$ cat src/rtl/seg_adder.sv
// Multi-cycle adder/subtractor: WIDTH-bit operands are processed SEG bits per
// clock, rippling a registered carry between segments under a start/busy/done handshake.
module seg_adder #(
  parameter int WIDTH = 32,
  parameter int SEG   = 8
) (
  input  logic             iClk,
  input  logic             iRst,
  input  logic             iStart,
  input  logic             iSub,
  input  logic [WIDTH-1:0] iData_a,
  input  logic [WIDTH-1:0] iData_b,
  input  logic             iC,
  output logic             oBusy,
  output logic             oDone,
  output logic [WIDTH-1:0] oData,
  output logic             oData_C,
  output logic             oOverflow,
  output logic             oZero
);

  localparam int STEPS = WIDTH / SEG;
  localparam int IDXW  = (STEPS > 1) ? $clog2(STEPS) : 1;
  localparam logic [IDXW-1:0] LAST = IDXW'(STEPS - 1);

  typedef enum logic [1:0] {IDLE, RUN, DONE} state_t;

  state_t           state_q;
  logic [WIDTH-1:0] a_q;
  logic [WIDTH-1:0] b_q;
  logic [WIDTH-1:0] data_q;
  logic [WIDTH-1:0] data_d;
  logic [IDXW-1:0]  idx_q;
  logic             carry_q;
  logic             sub_q;
  logic             cout_q;
  logic             ovf_q;
  logic             zero_q;
  logic [SEG:0]     seg_sum;
  logic             msb_cin;

  // Operands shift right each step, so the active segment is always in the low SEG bits.
  always_comb begin
    seg_sum = {1'b0, a_q[SEG-1:0]} + {1'b0, b_q[SEG-1:0]} + {{SEG{1'b0}}, carry_q};
    msb_cin = seg_sum[SEG-1] ^ a_q[SEG-1] ^ b_q[SEG-1];
    data_d  = data_q;
    data_d[int'(idx_q) * SEG +: SEG] = seg_sum[SEG-1:0];
  end

  always_ff @(posedge iClk) begin
    if (iRst) begin
      state_q <= IDLE;
      a_q     <= '0;
      b_q     <= '0;
      data_q  <= '0;
      idx_q   <= '0;
      carry_q <= 1'b0;
      sub_q   <= 1'b0;
      cout_q  <= 1'b0;
      ovf_q   <= 1'b0;
      zero_q  <= 1'b0;
    end else begin
      case (state_q)
        RUN: begin
          data_q  <= data_d;
          a_q     <= a_q >> SEG;
          b_q     <= b_q >> SEG;
          carry_q <= seg_sum[SEG];
          idx_q   <= idx_q + 1'b1;
          if (idx_q == LAST) begin
            state_q <= DONE;
            cout_q  <= sub_q ? ~seg_sum[SEG] : seg_sum[SEG];
            ovf_q   <= msb_cin ^ seg_sum[SEG];
            zero_q  <= (data_d == '0);
          end
        end
        default: begin
          // Subtraction runs as A + ~B + ~borrow through the same adder.
          if (iStart) begin
            state_q <= RUN;
            a_q     <= iData_a;
            b_q     <= iSub ? ~iData_b : iData_b;
            carry_q <= iSub ? ~iC : iC;
            sub_q   <= iSub;
            idx_q   <= '0;
          end else begin
            state_q <= IDLE;
          end
        end
      endcase
    end
  end

  assign oBusy     = (state_q == RUN);
  assign oDone     = (state_q == DONE);
  assign oData     = data_q;
  assign oData_C   = cout_q;
  assign oOverflow = ovf_q;
  assign oZero     = zero_q;

endmodule

$ cat config.mk
export PLATFORM = sky130hd
export DESIGN_NAME = seg_adder
export DESIGN_NICKNAME = d
export VERILOG_FILES = /design/src/rtl/seg_adder.sv
export SDC_FILE = /design/constraint.sdc
export NUM_CORES = 1
export LEC_CHECK = 0
export CORE_UTILIZATION = 53
export CTS_BUF_LIST = sky130_fd_sc_hd__clkbuf_2 sky130_fd_sc_hd__clkbuf_4 sky130_fd_sc_hd__clkbuf_8
export DETAILED_ROUTE_END_ITERATION = 10
export GPL_ROUTABILITY_DRIVEN = 0
export PLACE_DENSITY_LB_ADDON = 0.15
export SLEW_MARGIN = 20
export SYNTH_ARGS = -nofsm -noshare
export SYNTH_HDL_FRONTEND = slang
export SYNTH_SLANG_ARGS = --single-unit
$ cat constraint.sdc
create_clock -name iClk -period 3.7 [get_ports iClk]
set_clock_uncertainty 0.2 [all_clocks]
set_input_delay 0.925 -clock iClk [delete_from_list [all_inputs] [get_ports iClk]]
set_output_delay 0.925 -clock iClk [all_outputs]
set_load 0.01 [all_outputs]
# After elaboration in Yosys (flattened, before gate mapping)
# Cells that the tools add are included.
dict set report word_totals {
  reg_bits 105
  latch_bits 0
  ramBits 0
  romBits 0
  in_bits 69
  output_inout_bits 37
  elab_cells 49
  memories 0
}
dict set report op_classes {
  add_sub_neg 4
  mul 0
  div_mod_pow 0
  n_lt_le_gt_ge 0
  n_eq_ne 4
  shift 2
  n_mux 15
  bitwise 7
  reduce_logical 5
}
# cell count
set op_table {}
lappend op_table {{24-bit 2-to-1 mux} 4}
lappend op_table {{5-bit negator with 33-bit output} 1}
lappend op_table {{8-bit by 33-bit variable shift with 32-bit output, first input constant} 1}
lappend op_table {{8-bit by 33-bit indexed part select with 32-bit output} 1}
lappend op_table {{32-bit bitwise mux} 1}
lappend op_table {{32-bit zero test} 1}
lappend op_table {{32-bit 2-to-1 mux} 1}
lappend op_table {{32-bit inverter} 1}
lappend op_table {{8-bit by 8-bit adder with 9-bit output} 1}
lappend op_table {{9-bit by 1-bit adder with 9-bit output} 1}
lappend op_table {{2-bit 2-to-1 mux} 4}
lappend op_table {{1-bit 2-to-1 mux} 5}
lappend op_table {{2-bit == test, second input constant} 2}
lappend op_table {{2-bit AND reduction} 2}
lappend op_table {{1-bit inverter} 3}
lappend op_table {{1-bit XOR} 3}
lappend op_table {{2-bit by 1-bit adder with 2-bit output, second input constant} 1}
lappend op_table {{2-bit by 1-bit == test with 1-bit output, second input constant} 1}
lappend op_table {{2-bit by 1-bit != test with 1-bit output, second input constant} 1}
lappend op_table {{2-bit nonzero test} 1}
lappend op_table {{2-bit OR reduction} 1}

# Longest topological paths before layout
# Gate-level depths: netlist (run 1).
dict set report depth {
  word_depth 5
  mapped_depth 9
  ltp_nobuf 9
}

# Worst setup path after synthesis (run 1)
# OpenSTA, ideal clock, no wires.
dict set report synth_path {
  path_type {reg2out}
  from {register state_q[1]}
  to {output port oBusy}
  t_arrival_ps 1438
  t_required_ps 2575
  setup_slack_ps 1137
  stages_incl_launch_ff 7
  n_path_buf 4
  cell_sequence {dfxtp_1 -> nand2b_1 -> clkbuf_1 -> inv_1 -> clkbuf_1 -> buf_2 -> buf_1}
}
dict set report synth_via {
  elab_chain_cells 1
}
# item line_no
set synth_lines {}
lappend synth_lines {{from (decl)} 28} ;# state_t state_q;
lappend synth_lines {{from (signal assigned)} 52} ;# state_q <= IDLE;
lappend synth_lines {{from (signal assigned)} 71} ;# state_q <= DONE;
lappend synth_lines {{from (signal assigned)} 80} ;# state_q <= RUN;
lappend synth_lines {{2-bit by 1-bit == test with 1-bit output} 94} ;# assign oBusy = (state_q == RUN);
lappend synth_lines {{to (decl)} 14} ;# output logic oBusy,
# No other way between the ends.

# Worst setup path in the final report (run 1)
dict set report layout_path {
  from {register a_q[0]}
  to {register zero_q (netlist: oZero)}
}
dict set report layout_via {
  elab_chain_cells 5
}
# item line_no
set layout_lines {}
lappend layout_lines {{from (decl)} 29} ;# logic [WIDTH-1:0] a_q;
lappend layout_lines {{from (signal assigned)} 66} ;# a_q <= a_q >> SEG;
lappend layout_lines {{from (signal assigned)} 81} ;# a_q <= iData_a;
lappend layout_lines {{8-bit by 8-bit adder with 9-bit output} 44} ;# seg_sum = {1'b0, a_q[SEG-1:0]} + {1'b0, b_q[SEG-1:0]} + {{SEG{1'b0}}, carry_q};
lappend layout_lines {{9-bit by 1-bit adder with 9-bit output} 44}
lappend layout_lines {{8-bit by 33-bit indexed part select with 32-bit output} 47} ;# data_d[int'(idx_q) * SEG +: SEG] = seg_sum[SEG-1:0];
lappend layout_lines {{32-bit bitwise mux} 47}
lappend layout_lines {{32-bit zero test} 74} ;# zero_q <= (data_d == '0);
lappend layout_lines {{to (signal assigned)} 74}
lappend layout_lines {{to (decl)} 38} ;# logic zero_q;
# No other way between the ends.
# A chain may end at the register's enable or synchronous reset.

==> results.yml, run 1 <==
worst_setup_path:
  crit_cells: 9
  crit_slowest_cell: "fa_1"
  ff2ff_path_depth: 9
  critical_path.endpoint_type: "flip-flop"
  cp_cell_sequence: "fa_1 > inv_1 > fa_1 > nand2b_1 > a2111o_1 > o211ai_1 > a41oi_1 > nor4b_1 > a22o_1"
  cp_top_family: "compound AO/OA/AOI/OAI gates"
  cpMostUsedCell: "fa_1"
  r2r_start: "a_q[0]$_SDFFE_PP0P_"
  critPathMaxFanout: 5
  reg2reg_slack_ps: 850
  start_kind: "flip-flop"
  crit_arrival_ps: 2910
  criticalPathCategory: "reg -> reg"
  path_buf_inv: 1
  cp.required_ps: 3760
  r2r-end: "oZero$_SDFFE_PP0P_"
  endpoint: "oZero$_SDFFE_PP0P_"
  cp-startpoint: "a_q[0]$_SDFFE_PP0P_"
  cpPeakStageDelay_ps: 400
synthesis:
  syn_inst: 577
  syn_avg_cell_area_um2: 8.73
  synthAdderAreaFrac_pct: 4.02
  synth-seq-cells: 105
  yosysWarnings: 0
  syn-num-nets: 661
  synth-simple-area-share_pct: 15.5
  ys_types: 50
  synth_xor_area_share_pct: 6.78
  ys_async_sr_fraction_pct: 0
  synth_top_family_by_area: "compound AO/OA/AOI/OAI gates"
  seq_area_frac_synth_pct: 41.7
  synthMuxAreaShare_pct: 6.58
  synth_ff_type: "dfxtp_1"
  synth_compound_area_share_pct: 21.3
  synth_edf_count: 0
  syn_area_um2: 5040
timing:
  worst_slack_ps: 847
  setup_viol: 0
  relSlewSlack_pct: 45.8
  finalCriticalPeriod_ps: 2850
  fin_setup_tns_ps: 0
  rsz0062_at_grt: "false"
  hold_slack_ps: 263
  maxSlewViolCount: 0
  tightest_slew_ps: 807
  max_freq_mhz: 351
  fin_crit_sh_pct: 77.1
  hold_viol_final: 0
floorplan:
  initial_core_util_pct: 54.5
  rows: 35
  die-width_um: 99.5
  coreArea_um2: 9240
  io_pins: 106
  die_area_um2: 9900
  die_h_um: 99.5
clock_network:
  h-tree-depth: 3
  clockBufferDepth: 2
  clkTransAtPathRegs_ps: 100
  numCtsBuffers: 9
  ctsResizeCount: 0
  cts_setup_buffers: 0
  cts_tree: "done"
  clock-sinks: 105
  ctsHoldBuffers: 0
  clk_latency_ps: 370
  cts_root_buf: "clkbuf_8"
drt:
  final_antenna_net_count: 0
  vias: 4453
  drc_errors: 0
  routed_wl_um: 12000
  vias_per_cell: 5.63
  first_pass_iters: 5
  wl_per_cell_um: 15.2
  drt_iter0_drc: 218
global_route:
  grt_pass1_vias: 4114
  antenna_found_initial: 0
  gr-total-overflow: 0
  grt_usage_pct: 24.3
  grt_max_degree: 65
  grt_first_pass_wirelength_um: 19200
placement:
  pre_cts_ws_ps: 919
  dp_cells: 775
  place_area_um2: 6140
  dp_hpwl_um: 8650
  port_buffers: 105
power_and_ir_drop:
  p_leak_nw: 2.40
  p_total_mw: 2.47
  power_density_nw_per_um2: 390
  irDropWorstVdd_mv: 0.202
run:
  cap_viol_max_count: 0
run_status:
  status: "complete, no violations"
layout:
  finalInstanceArea_um2: 6340
  fillerInstances: 785
  post-route-util_pct: 68.6
  area_growth_pct: 25.8
  regArea_um2: 2100
  multiInputGateArea_um2: 2740
  drive_gt1_share_pct: 5.14
  layout.nets: 741
  diodes: 0
  stdcell_count: 791
hold_path:
  min_path_type: "reg -> reg"
  worstHoldStart: "oData_C$_SDFFE_PP0P_"
## cell type report
cell class,count,area share (%)
clock buffer,10,2.07
sequential,105,33.1
multi-input combinational,419,43.1
inverter,10,0.592
timing repair buffer,112,17.4
clock inverter,6,1.12
tap,129,2.54
## cells in the final DEF (no fill, tap or decap), drive strengths merged, types with 2 or more instances in the layout
cell type | Yosys | layout
clkdlybuf4s50 | 0 | 102
mux2i | 32 | 32
buf | 11 | 10
nand2b | 3 | 3
nor4 | 6 | 6
nand3 | 3 | 3
fa | 2 | 2
dfxtp | 105 | 105
nor2b | 6 | 6
nor2 | 135 | 135
a21oi | 41 | 41
a211oi | 57 | 57
nand2 | 11 | 11
a22oi | 31 | 31
or4 | 2 | 2
ha | 13 | 13
a2111oi | 2 | 2
o211ai | 2 | 2
and2 | 5 | 5
or3 | 3 | 3
inv | 10 | 12
o21bai | 2 | 2
xnor2 | 38 | 38
and4bb | 2 | 2
clkinvlp | 0 | 2
clkbuf | 32 | 10
o21ai | 4 | 4
## Yosys cell counts (2+ instances only)
library cell  count  area share, %
a211oi_1         57            8.5
a21oi_1          41            4.1
a22oi_1          31            4.6
and2_1            5           0.62
buf_1             6           0.45
buf_2             5           0.50
clkbuf_1         32            2.4
dfxtp_1         105             42
fa_1              2           0.79
ha_1             13            3.2
inv_1            10           0.74
mux2i_1          32            6.4
nand2_1          11           0.82
nand2b_1          3           0.37
nand3_1           3           0.30
nor2_1          135             10
nor2b_1           6           0.74
nor4_1            6           0.74
o211ai_1          2           0.30
o21ai_0           3           0.30
o21bai_1          2           0.30
or4_1             2           0.30
xnor2_1          38            6.6
## cells by family after synthesis
| family | Yosys count |
|---|---|
| and+or+nand+nor | 180 |
| AOI/OAI and AO/OA | 152 |
| DFF | 105 |
| buffers and inverters | 53 |
| xor gates and xnor gates | 39 |
| muxes | 33 |
| adders and majority gates | 15 |
## flip-flops by register name (all words and copies together), names as in the netlist
signal,count
oData_C,1
sub_q,1
carry_q,1
oZero,1
b_q,32
a_q,32
oData,32
idx_q,2
state_q,2
oOverflow,1
## power by group
group          internal, mW  switching, mW
clock network         0.328          0.405
logic                 0.234          0.268
registers              1.19         0.0425
total                  1.76          0.716
## layer usage
| metal | GRT usage (%) | up-vias | wire length [µm] |
|---|---|---|---|
| met5 | 0 | - | 0 |
| met4 | 12.7 | 0 | 374 |
| met3 | 3.30 | 23 | 546 |
| met2 | 40.8 | 167 | 5810 |
| met1 | 30.6 | 2052 | 5310 |
| li1 | - | 2211 | - |
## how the worst min path moves through the flow
stage                                      end  slack (ps)  depth (start not counted)
after floorplan             sub_q$_SDFFE_PP0P_         240                          2
after global placement    oData_C$_SDFFE_PP0P_         250                          2
after detailed placement  oData_C$_SDFFE_PP0P_         250                          2
after CTS                 oData_C$_SDFFE_PP0P_         260                          2
after global routing      oData_C$_SDFFE_PP0P_         300                          2
final                     oData_C$_SDFFE_PP0P_         260                          2
## worst reg2reg max path: stages (launching register included)
cell	delay [ps]
dfxtp_1	370
fa_1	220
inv_1	60
fa_1	400
nand2b_1	200
a2111o_1	390
o211ai_1	290
a41oi_1	220
nor4b_1	190
a22o_1	200
No activity file was read; power rests on OpenSTA's default activity.
==> run 2: changes to the inputs <==
==> constraint.sdc (replaced) <==
create_clock -name iClk -period 2.95 [get_ports iClk]
set_clock_uncertainty 0.2 [all_clocks]
set_input_delay 0.7375 -clock iClk [delete_from_list [all_inputs] [get_ports iClk]]
set_output_delay 0.7375 -clock iClk [all_outputs]
set_load 0.01 [all_outputs]
==> run 2 against run 1 <==
Against the previous run:
- combinational power rose by 27%
- core utilization grew 0.24 points
- critical endpoint unchanged
- die area is the same
- critical path type unchanged
- clock power rose by 12%
- highest routed layer unchanged
- power up 22%
- sequential power is 25% higher
- via count increased by 0.16%
- largest cell class unchanged
==> results.yml, run 2 (synthesized netlist as in run 1, its figures left out) <==
worst_setup_path:
  cp.required_ps: 3010
  critPathMaxFanout: 5
  ff2ff_path_depth: 9
  r2r_start: "a_q[0]$_SDFFE_PP0P_"
  r2r-end: "oZero$_SDFFE_PP0P_"
  start_kind: "flip-flop"
  reg2reg_slack_ps: 120
  critical_path.endpoint_type: "flip-flop"
  crit_arrival_ps: 2890
  criticalPathCategory: "reg -> reg"
timing:
  fin_crit_sh_pct: 95.8
  worst_slack_ps: 122
  finalCriticalPeriod_ps: 2830
  hold_slack_ps: 268
  hold_viol_final: 0
  maxSlewViolCount: 0
  fin_setup_tns_ps: 0
  max_freq_mhz: 354
  rsz0062_at_grt: "false"
  setup_viol: 0
  relSlewSlack_pct: 48.6
  tightest_slew_ps: 765
drt:
  vias: 4460
  first_pass_iters: 5
  vias_per_cell: 5.62
  drc_errors: 0
  final_antenna_net_count: 0
  routed_wl_um: 12000
  drt_iter0_drc: 189
  wl_per_cell_um: 15.1
clock_network:
  ctsHoldBuffers: 0
  h-tree-depth: 3
  cts_root_buf: "clkbuf_8"
  clock-sinks: 105
  clockBufferDepth: 2
  cts_tree: "done"
  clkTransAtPathRegs_ps: 100
  cts_setup_buffers: 0
  numCtsBuffers: 9
  clk_latency_ps: 370
global_route:
  grt_first_pass_wirelength_um: 19600
  grt_usage_pct: 24.8
  grt_max_degree: 55
  gr-total-overflow: 0
  antenna_found_initial: 0
  grt_pass1_vias: 4217
layout:
  diodes: 0
  drive_gt1_share_pct: 5.71
  multiInputGateArea_um2: 2740
  area_growth_pct: 26.3
  regArea_um2: 2100
  finalInstanceArea_um2: 6360
  layout.nets: 744
  stdcell_count: 794
  post-route-util_pct: 68.9
  layout_commonest_cell: "nor2_1"
  final_cell_mix: "nor2_1 (135), dfxtp_1 (104), clkdlybuf4s50_1 (102)"
  fillerInstances: 762
power_and_ir_drop:
  irDropWorstVdd_mv: 0.252
  power_density_nw_per_um2: 472
  p_leak_nw: 2.41
  p_total_mw: 3.01
floorplan:
  rows: 35
  io_pins: 106
  die_area_um2: 9900
  coreArea_um2: 9240
  initial_core_util_pct: 54.5
  die-width_um: 99.5
  die_h_um: 99.5
hold_path:
  hold_path_depth: 2
  worstHoldStart: "oData_C$_SDFFE_PP0P_"
  hold_end: "oData_C$_SDFFE_PP0P_"
  min_path_type: "reg -> reg"
run:
  cap_viol_max_count: 0
placement:
  port_buffers: 105
  dp_hpwl_um: 8800
  pre_cts_ws_ps: 154
  place_area_um2: 6190
  dp_cells: 778
run_status:
  status: "complete, no violations"
## run 2: changes by cell type in the layout (fill, tap and decap cells not counted), sizes merged
cell / delta
buf: +3
bufinv: -1
clkbuf: +1
clkinv: +1
inv: -1
## run 2: where the power goes
group          switching, mW  internal, mW  total (mW)
logic                  0.334         0.302       0.636
clock network          0.491         0.331       0.822
registers             0.0519          1.50        1.55
total                  0.877          2.13        3.01
## run 2: worst max path at each step
| stage | end | from | cells after the start |
|---|---|---|---|
| final | oZero$_SDFFE_PP0P_ | a_q[0]$_SDFFE_PP0P_ | 9 |
| after global routing | oZero$_SDFFE_PP0P_ | a_q[0]$_SDFFE_PP0P_ | 9 |
| after CTS | oZero$_SDFFE_PP0P_ | a_q[0]$_SDFFE_PP0P_ | 9 |
| after detailed placement | oZero$_SDFFE_PP0P_ | a_q[0]$_SDFFE_PP0P_ | 9 |
| after global placement | oZero$_SDFFE_PP0P_ | a_q[0]$_SDFFE_PP0P_ | 9 |
| after floorplan | oOverflow$_SDFFE_PP0P_ | a_q[0]$_SDFFE_PP0P_ | 9 |
## run 2: timing repair
action	4_1_cts	5_1_grt
gates resized for setup	0	1
endpoints found under the hold margin	0	0
setup endpoints to repair	0	1
## run 2: worst max-delay path, cell delays in order, from the launching register on
cell and delay, ps:
dfxtp_1 370, fa_1 210, inv_1 70, fa_1 410
nand2b_1 210, a2111o_1 400, o211ai_1 270, a41oi_1 210
nor4b_1 180, a22o_1 190
## run 2: metal layers
metal	global-route usage, %	vias up	routed length (µm)
li1	-	2211	-
met1	29.7	2073	5240
met2	43.2	141	5770
met3	3.30	35	481
met4	13.3	0	479
met5	0	-	0
## run 2: final cells by class
| type | instances | share of cell area, % |
|---|---|---|
| repair buffers | 115 | 18.1 |
| clock buffers | 11 | 2.18 |
| well taps | 129 | 2.54 |
| inverters | 10 | 0.590 |
| multi-input cells | 419 | 43.0 |
| clock inverters | 5 | 0.590 |
| flip-flops and latches | 105 | 33.0 |
